File: config.mk
export PLATFORM = sky130hd
export DESIGN_NAME = cdr_pattern_tx
export DESIGN_NICKNAME = d
export VERILOG_FILES = /design/src/rtl/cdr_pattern_tx.sv
export SDC_FILE = /design/constraint.sdc
export NUM_CORES = 1
export LEC_CHECK = 0
export CORE_UTILIZATION = 51
export CTS_CLUSTER_SIZE = 20
export DETAILED_ROUTE_END_ITERATION = 8
export PLACE_DENSITY_LB_ADDON = 0.3
export SLEW_MARGIN = 10
export SYNTH_ARGS = -nofsm -noshare
export SYNTH_HDL_FRONTEND = slang
export SYNTH_SLANG_ARGS = --single-unit
File: constraint.sdc
create_clock -name clk -period 3.28 [get_ports clk]
set_input_delay 0.492 -clock clk [delete_from_list [all_inputs] [get_ports clk]]
set_output_delay 0.492 -clock clk [all_outputs]
set_load 0.01 [all_outputs]
File: src/rtl/cdr_pattern_tx.sv
// NCO-timed PAM2/PAM4 pattern transmitter: preamble then PRBS7 payload on a signed 8-bit stream.
// Optional TX_ISI_EN adds a fixed one-tap post-cursor (prev_level >>> ISI_SHIFT) to each sample.
module cdr_pattern_tx #(
    parameter int unsigned           PHASE_BITS   = 32,
    parameter logic [PHASE_BITS-1:0] FCW_NOM      = 32'h8000_0000,
    parameter int unsigned           PREAMBLE_LEN = 32,
    parameter int                    AMP2         = 64,
    parameter int                    LVL4         = 21,
    parameter int unsigned           ISI_SHIFT    = 2
) (
    input  logic              clk,
    input  logic              rst,
    input  logic              en,
    input  logic              pam4,
    input  logic signed [15:0] fcw_trim,
    input  logic              inject_err,
    output logic signed [7:0] y_n,
    output logic              sym_strobe,
    output logic [1:0]        tx_bits,
    output logic              busy,
    output logic              in_payload,
    output logic [15:0]       sym_cnt
);

    typedef enum logic [1:0] {IDLE, PREAMBLE, PAYLOAD} state_t;

    localparam logic signed [9:0] A2 = 10'(AMP2);
    localparam logic signed [9:0] L1 = 10'(LVL4);
    localparam logic signed [9:0] L3 = 10'(3 * LVL4);
    localparam logic [15:0]       PRE_LAST = 16'(PREAMBLE_LEN - 1);

    state_t                state, state_nx;
    logic [PHASE_BITS-1:0] phase, phase_sum, fcw;
    logic                  carry, boundary, last_pre;
    logic [15:0]           pre_cnt;
    logic [6:0]            lfsr, lfsr_nx;
    logic                  err_pend;
    logic [1:0]            sym_bits;
    logic signed [9:0]     level;
    logic signed [10:0]    sum_w;

    function automatic logic [6:0] prbs_step(input logic [6:0] s);
        return {s[5:0], s[6] ^ s[5]};
    endfunction

    function automatic logic signed [9:0] map_level(input logic p4, input logic [1:0] b);
        if (p4) begin
            case (b)
                2'b00:   return -L3;
                2'b01:   return -L1;
                2'b11:   return L1;
                default: return L3;
            endcase
        end
        return b[0] ? A2 : -A2;
    endfunction

    function automatic logic signed [7:0] sat8(input logic signed [10:0] v);
        if (v > 11'sd127)  return 8'sd127;
        if (v < -11'sd128) return -8'sd128;
        return v[7:0];
    endfunction

    assign fcw                = FCW_NOM + {{(PHASE_BITS-16){fcw_trim[15]}}, fcw_trim};
    assign {carry, phase_sum} = {1'b0, phase} + {1'b0, fcw};
    assign boundary           = carry && (state != IDLE);
    assign last_pre           = (pre_cnt == PRE_LAST);

    always_ff @(posedge clk) begin
        if (rst) state <= IDLE;
        else     state <= state_nx;
    end

    always_comb begin
        state_nx = state;
        unique case (state)
            IDLE:     if (en) state_nx = PREAMBLE;
            PREAMBLE: if (boundary) state_nx = !en ? IDLE : (last_pre ? PAYLOAD : PREAMBLE);
            PAYLOAD:  if (boundary && !en) state_nx = IDLE;
            default:  state_nx = IDLE;
        endcase
    end

    // Next symbol contents; only registered on a boundary, so pam4 is effectively sampled there.
    always_comb begin
        busy       = (state != IDLE);
        in_payload = (state == PAYLOAD);
        sym_bits   = '0;
        lfsr_nx    = lfsr;
        unique case (state)
            PREAMBLE: sym_bits = pam4 ? {~pre_cnt[0], 1'b0} : {1'b0, ~pre_cnt[0]};
            PAYLOAD: begin
                if (pam4) begin
                    sym_bits = {lfsr[6], lfsr[5]};
                    lfsr_nx  = prbs_step(prbs_step(lfsr));
                end else begin
                    sym_bits = {1'b0, lfsr[6]};
                    lfsr_nx  = prbs_step(lfsr);
                end
                sym_bits[0] = sym_bits[0] ^ err_pend;
            end
            default: sym_bits = '0;
        endcase
        level = map_level(pam4, sym_bits);
    end

`ifdef TX_ISI_EN
    logic signed [9:0] prev_level, tap;
    assign tap   = prev_level >>> ISI_SHIFT;
    assign sum_w = {level[9], level} + {tap[9], tap};
`else
    assign sum_w = {level[9], level};
`endif

    always_ff @(posedge clk) begin
        if (rst) begin
            phase      <= '0;
            lfsr       <= '1;
            err_pend   <= 1'b0;
            pre_cnt    <= '0;
            y_n        <= '0;
            sym_strobe <= 1'b0;
            tx_bits    <= '0;
            sym_cnt    <= '0;
`ifdef TX_ISI_EN
            prev_level <= '0;
`endif
        end else begin
            sym_strobe <= 1'b0;
            if (state == IDLE) begin
                phase    <= '0;
                err_pend <= 1'b0;
                pre_cnt  <= '0;
                y_n      <= '0;
                tx_bits  <= '0;
`ifdef TX_ISI_EN
                prev_level <= '0;
`endif
                if (en) begin
                    sym_cnt <= '0;
                    lfsr    <= '1;
                end
            end else if (boundary && !en) begin
                phase    <= '0;
                err_pend <= 1'b0;
                y_n      <= '0;
                tx_bits  <= '0;
`ifdef TX_ISI_EN
                prev_level <= '0;
`endif
            end else begin
                phase <= phase_sum;
                // A pulse landing on a payload boundary arms the symbol after this one.
                if (boundary && state == PAYLOAD) err_pend <= inject_err;
                else                              err_pend <= err_pend | inject_err;
                if (boundary) begin
                    y_n        <= sat8(sum_w);
                    tx_bits    <= sym_bits;
                    sym_strobe <= 1'b1;
                    lfsr       <= lfsr_nx;
`ifdef TX_ISI_EN
                    prev_level <= level;
`endif
                    if (state == PREAMBLE) pre_cnt <= pre_cnt + 16'd1;
                    if (state == PAYLOAD && sym_cnt != 16'hFFFF) sym_cnt <= sym_cnt + 16'd1;
                end
            end
        end
    end

endmodule

==> impl_metrics.tcl, run 1 <==
set metrics [dict create \
    syn_area_sq_um 5310 \
    root_buffer "clkbuf_8" \
    nets 817 \
    area_growth_pct 23.1 \
    powerDensity_nw_per_um2 387 \
    ys_types 74 \
    via_per_inst 5.74 \
    die_area_sq_um 10800 \
    fin_skew_ns 0.0139 \
    synthSimpleGateAreaFrac_pct 22.7 \
    final_cells 892 \
    postRouteWirelength_microns 12700 \
    die_w_microns 104 \
    drc 0 \
    drv_slew 0 \
    synthCells 652 \
    synthMuxAreaShare_pct 1.32 \
    fin_crit_sh_pct 94.2 \
    crit_fanout 13 \
    grt_pass1_wl_microns 21900 \
    critPathRequiredTime_ns 3.52 \
    synthXorXnorAreaFrac_pct 4.62 \
    clkLatencyLatePin_ns 0.36 \
    finalHoldViolCount 0 \
    cts_max_level 3 \
    cts.repair.resized 0 \
    syn_nets 715 \
    io_pins 50 \
    cts_buffers 9 \
    rows 36 \
    drtIter0Drc 290 \
    dp_hpwl_microns 9550 \
    cts_hold_buf 0 \
    ir_drop_uv 272 \
    total_power_mw 2.53 \
    grt_antenna_before_repair 0 \
    end_kind "flip-flop" \
    clockBufferDepth 2 \
    crit_buf_inv 2 \
    coreArea_sq_um 9910 \
    die_y_microns 104 \
    post_cts_buffers 0 \
    clk_pin_slew_ns 0.08 \
    ys_seq_area_share_pct 30.9 \
    first_pass_iters 7 \
    leakagePower_nw 2.77 \
    routabilityCongestion 0.916 \
    grt_usage_pct 24.0 \
    synth-compound-area-share_pct 25.1 \
    worstHoldPathType "flip-flop to flip-flop" \
    cts_tree "yes" \
    finalSetupViolCount 0 \
    synth_async_sr_flop_share_pct 0 \
    antenna_cells 0 \
    path_cells "clkdlybuf4s50_1 -> ha_1 -> nand4_2 -> o221ai_1 -> a21oi_2 -> a2111o_1 -> a21o_4 -> a21oi_2 -> buf_4 -> a31oi_1 -> a41o_1" \
    synthAdderAreaFrac_pct 10.0 \
    grt_pass1_vias 4980 \
    cp-start-kind "input pin" \
    syn_area_per_cell_sq_um 8.14 \
    rsz0062_at_grt "no" \
    dp_cells 876 \
    fill_cells 847 \
    io_buffers 49 \
    synth_seq_cells 82 \
    gr-total-overflow 0 \
    worst_slack_ns 0.189 \
    run_status "finished clean" \
    ff_latch_area_sq_um 1640 \
    postRouteAntennaNets 0 \
    wl_per_cell_microns 14.2 \
    place_ws_ns -0.146 \
    clkSinkCount 82 \
    max_stage_delay_ns 0.50 \
    grt_max_degree 32 \
    initial_utilization_pct 53.6 \
    maxCapViolCount 0 \
    critPathKind "input pin to flip-flop" \
    ys.flop_type "dfxtp_1" \
    period_minus_slack_ns 3.09 \
    critPathTopFamily "compound AO/OA/AOI/OAI gates" \
    max_slew_margin_pct 51.7 \
    synth_top_family_by_area "compound AO/OA/AOI/OAI gates" \
    critPathSlowestCell "a2111o_1" \
    vias 5124 \
    cpMostUsedCell "a21oi_2" \
    multi_input_area_sq_um 3390 \
    worst_pin_slew_ns 0.725 \
    worstPathArrival_ns 3.33 \
    final_area_sq_um 6540 \
    layout-drive-gt1-share_pct 15.5 \
    final_core_util_pct 65.9 \
    dpl-instance-area_sq_um 6350 \
    synth_edf_count 0 \
    yosysWarnings 0 \
    max_freq_mhz 323 \
]
## final timing paths
path / cells after the start / slack (ns) / endpoint / from
setup / recovery: 11 / 0.19 / pre_cnt[12]$_SDFFE_PP0P_ / fcw_trim[9]
hold / removal: 2 / 0.47 / y_n[7]$_SDFFE_PP0N_ / y_n[7]$_SDFFE_PP0N_
setup reg to reg: 10 / 0.45 / pre_cnt[12]$_SDFFE_PP0P_ / phase[9]$_SDFF_PP0_
hold reg to reg: 2 / 0.47 / y_n[7]$_SDFFE_PP0N_ / y_n[7]$_SDFFE_PP0N_
## Yosys cell counts (3+ instances only)
| master | n | area [sq um] |
|---|---|---|
| o21ai_0 | 34 | 170 |
| mux2i_1 | 7 | 70.1 |
| nand4_1 | 9 | 56.3 |
| a41o_1 | 5 | 50.1 |
| nor4_1 | 4 | 25.0 |
| o211ai_1 | 13 | 97.6 |
| nand2_1 | 70 | 263 |
| a2111oi_0 | 3 | 26.3 |
| nand2b_1 | 6 | 37.5 |
| a21oi_1 | 58 | 290 |
| nor3_1 | 14 | 70.1 |
| inv_1 | 20 | 75.1 |
| a31o_2 | 6 | 52.6 |
| or4_1 | 4 | 30.0 |
| xnor2_1 | 14 | 123 |
| o21bai_1 | 6 | 45.0 |
| a31oi_1 | 8 | 50.1 |
| a211oi_1 | 9 | 67.6 |
| nor2b_1 | 9 | 56.3 |
| buf_6 | 3 | 33.8 |
| o21a_1 | 3 | 22.5 |
| dfxtp_1 | 82 | 1640 |
| and3_1 | 13 | 81.3 |
| xor2_1 | 14 | 123 |
| clkbuf_1 | 16 | 60.1 |
| ha_1 | 41 | 513 |
| a21oi_2 | 3 | 26.3 |
| buf_2 | 5 | 25.0 |
| a21o_1 | 11 | 82.6 |
| buf_4 | 7 | 52.6 |
| nor2_1 | 68 | 255 |
| nand3_1 | 17 | 85.1 |
| or3_1 | 10 | 62.6 |
| and2_1 | 6 | 37.5 |
| a211o_1 | 5 | 43.8 |
## cell type report
class | instances | area share, %
multi-input combinational | 516 | 51.8
sequential | 82 | 25.1
timing repair buffer | 124 | 16.5
tap | 133 | 2.55
clock buffer | 13 | 2.43
inverter | 21 | 1.21
clock inverter | 3 | 0.345
## power by group
part	switching [mW]	total, mW	internal (mW)	leakage [nW]
logic	0.405	0.764	0.359	2.01
clock network	0.374	0.695	0.321	0.0940
registers	0.0247	1.07	1.04	0.665
total	0.804	2.53	1.72	2.77
## logic make-up after synthesis
group	Yosys count
AO/OA/AOI/OAI	191
adder cells (fa/ha/maj)	42
multiplexers	7
flip-flops	82
buffers and inverters	54
AND/OR/NAND/NOR	248
XOR/XNOR	28
## layout by cell type (no fill, tap or decap), types with 4 or more instances in the layout
master            n
dfxtp_1          82
buf_4            73
nand2_1          70
nor2_1           68
a21oi_1          58
clkdlybuf4s50_1  49
ha_1             41
o21ai_0          34
inv_1            20
nand3_1          17
xnor2_1          14
nor3_1           14
xor2_1           14
and3_1           13
o211ai_1         13
a21o_1           11
clkbuf_8         11
or3_1            10
nor2b_1           9
a211oi_1          9
nand4_1           9
a31oi_1           8
mux2i_1           7
nand2b_1          6
o21bai_1          6
a31o_2            6
and2_1            6
a211o_1           5
a41o_1            5
nor4_1            4
or4_1             4
## through the flow
step / setup TNS [ns] / hold WS, ns
after floorplan: 0 / 0.458
after global placement: -1.03 / 0.447
after detailed placement: -3.95 / 0.461
after CTS: 0 / 0.472
after global routing: 0 / 0.501
final: 0 / 0.467
## worst min-delay path: stages (launching register included)
cell	delay, ns
dfxtp_1	0.32
nand2_1	0.05
a21oi_1	0.05
## sequential cells by signal, indices dropped and copies added, names as in the netlist
| signal | flops |
|---|---|
| err_pend | 1 |
| phase | 32 |
| lfsr | 7 |
| sym_cnt | 16 |
| pre_cnt | 16 |
| y_n | 5 |
| state | 2 |
| tx_bits | 2 |
| sym_strobe | 1 |
## routing by layer
layer  share of wire, %  vias to the layer above  track usage, %
met5                  0                        -               0
met4                1.7                        0            6.94
met3                4.6                       22            4.89
met2                 48                      153            42.7
met1                 45                     2389            29.0
li1                   -                     2560               -
Power figures use the tool's default switching activity.
==> run 2: changes to the inputs <==
CELL_PAD_IN_SITES_DETAIL_PLACEMENT = 1   (was default)
CELL_PAD_IN_SITES_GLOBAL_PLACEMENT = 2   (was default)
CORE_UTILIZATION = 35   (was 51)
HOLD_SLACK_MARGIN = 0.02   (was default)
PLACE_DENSITY_LB_ADDON = 0.1   (was 0.3)
==> run 2 against run 1 <==
Core utilization is 19 points lower. Critical path depth stayed put. Clock power is 73% higher. Power is 22% higher. Routed wire length is 20% higher. Clock skew is 0.0059 ns lower. Fmax is 1.4% lower. Via count hardly changed. Die area is 45% higher. Flip-flop and latch count stayed put. Cell count is 7.3% higher. Critical path type unchanged.
==> impl_metrics.tcl, run 2 (synthesized netlist as in run 1, its figures left out) <==
set metrics [dict create \
    postRouteWirelength_microns 15300 \
    grt_antenna_before_repair 0 \
    ff_latch_area_sq_um 1640 \
    layout.cells.most_common "buf_4" \
    fin_crit_sh_pct 95.6 \
    fill_cells 1754 \
    powerDensity_nw_per_um2 447 \
    die_y_microns 125 \
    die_w_microns 125 \
    grt_pass1_vias 5355 \
    rows 44 \
    fin_skew_ns 0.00800 \
    total_power_mw 3.08 \
    cts_tree "yes" \
    largest-register "phase" \
    drtIter0Drc 192 \
    fin_setup_tns_ns 0 \
    cts_max_level 3 \
    routabilityCongestion 0.813 \
    drc 0 \
    worstPathArrival_ns 3.41 \
    initial_utilization_pct 36.2 \
    startpoint "fcw_trim[15]" \
    postRouteAntennaNets 0 \
    final_cell_mix "buf_4, dfxtp_1, nand2_1, nor2_1, a21oi_1" \
    antenna_cells 0 \
    dp_hpwl_microns 11400 \
    area_growth_pct 30.0 \
    critPathTopFamily "compound AO/OA/AOI/OAI gates" \
    drv_slew 0 \
    io_pins 50 \
    p_int_mw 2.19 \
    first_pass_iters 4 \
    clockBufferDepth 2 \
    largest_register_ffs 32 \
    p_clk_share_pct 39.0 \
    maxCapViolCount 0 \
    via_per_inst 5.35 \
    grt_max_degree 28 \
    multi_input_area_sq_um 3430 \
    clkLatencyLatePin_ns 0.34 \
    min_from "tx_bits[0]$_SDFFE_PP0N_" \
    wl_per_cell_microns 15.9 \
    power_frac_comb_pct 26.2 \
    gr-total-overflow 0 \
    finalHoldViolCount 0 \
    nets 831 \
    pwr-share-seq_pct 34.8 \
    finalSetupViolCount 0 \
    clk_pin_slew_ns 0.06 \
    grt_usage_pct 20.2 \
    leakagePower_nw 2.91 \
    clkSinkCount 82 \
    max_slew_margin_pct 59.7 \
    worst_slack_ns 0.144 \
    place_ws_ns -0.316 \
    cp-start-kind "input pin" \
    vias 5121 \
    largest_registers "phase x32, pre_cnt x16, sym_cnt x16" \
    max_freq_mhz 319 \
    layout-drive-gt1-share_pct 17.5 \
    run_status "finished clean" \
    ir_drop_uv 218 \
    critPathSlowestCell "a2111o_1" \
    coreArea_sq_um 14600 \
    max_stage_delay_ns 0.46 \
    cts_buffers 9 \
    root_buffer "clkbuf_16" \
    p_sw_mw 0.898 \
    worstHoldPathType "flip-flop to flip-flop" \
    p_sw_share_pct 29.1 \
    grt_pass1_wl_microns 26000 \
    r2r_start "phase[0]$_SDFF_PP0_" \
    post_cts_buffers 0 \
    critPathRequiredTime_ns 3.55 \
    crit_fanout 17 \
    final_core_util_pct 47.1 \
    crit_buf_inv 3 \
    whs_ns 0.459 \
    critPathKind "input pin to flip-flop" \
    path_cells "clkdlybuf4s50_1 -> buf_4 -> ha_1 -> nand3_2 -> or2_0 -> a2111o_1 -> a21o_4 -> a21boi_2 -> buf_12 -> and3_1 -> mux2i_1" \
    worst_pin_slew_ns 0.598 \
    period_minus_slack_ns 3.14 \
    die_area_sq_um 15700 \
    io_buffers 49 \
    end_kind "flip-flop" \
]
run 2: cell count changes in the layout (fill, tap and decap cells not counted), sizes merged:
cell,change
inv,-1
clkbuf,-1
a31oi,+1
bufinv,+3
clkinv,-1
buf,+13
run 2: area by class of cell:
type / count / area share (%)
Multi-Input combinational cell: 517 / 49.7
Sequential cell: 82 / 23.8
Timing Repair Buffer: 137 / 17.0
Clock buffer: 12 / 3.57
Tap cell: 184 / 3.34
Clock inverter: 4 / 1.43
Inverter: 21 / 1.14
run 2: worst reg2reg max path, cell delays in order, from the launching register on:
cell and delay [ns]:
dfxtp_1 0.30, ha_1 0.20, fa_1 0.41, a211oi_2 0.26, o21ai_2 0.10, a21oi_2 0.21, a2111o_1 0.31, a21o_4 0.25
a31oi_2 0.19, buf_4 0.19, a211o_1 0.25
run 2: power by group through the flow:
stage                     clock, mW  sequential [mW]  combinational, mW
after floorplan                   0             1.09              0.494
after global placement            0             1.09              0.769
after detailed placement          0             1.09              0.798
after CTS                      1.23             1.07              0.805
after global routing           1.28             1.08              0.900
final                          1.20             1.07              0.808
run 2: final timing paths:
| check | endpoint | slack (ns) | depth (start not counted) |
|---|---|---|---|
| setup reg to reg | lfsr[2]$_SDFFE_PP1P_ | 0.50 | 10 |
| hold reg to reg | tx_bits[0]$_SDFFE_PP0N_ | 0.46 | 2 |
| hold / removal | tx_bits[0]$_SDFFE_PP0N_ | 0.46 | 2 |
| setup / recovery | sym_cnt[4]$_SDFFE_PP0P_ | 0.14 | 11 |
run 2: what timing repair did:
action	4_1_cts	5_1_grt
setup endpoints to repair	0	37
resized for setup	0	5
hold buffers	0	0
run 2: per-stage QoR:
stage / instance area [sq um] / cells
after global routing: 6900 / 957
after floorplan: 5310 / 652
after CTS: 6860 / 956
final: 6900 / 957
after global placement: 6520 / 940
after detailed placement: 6520 / 940
run 2: metal layers:
metal	up-vias	share of wire [%]	wire length, microns	global-route usage, %
li1	2598	-	-	-
met1	2464	48	7260	25.4
met2	51	50	7550	35.8
met3	8	2.0	306	2.48
met4	0	0.85	130	6.81
met5	-	0	0	0
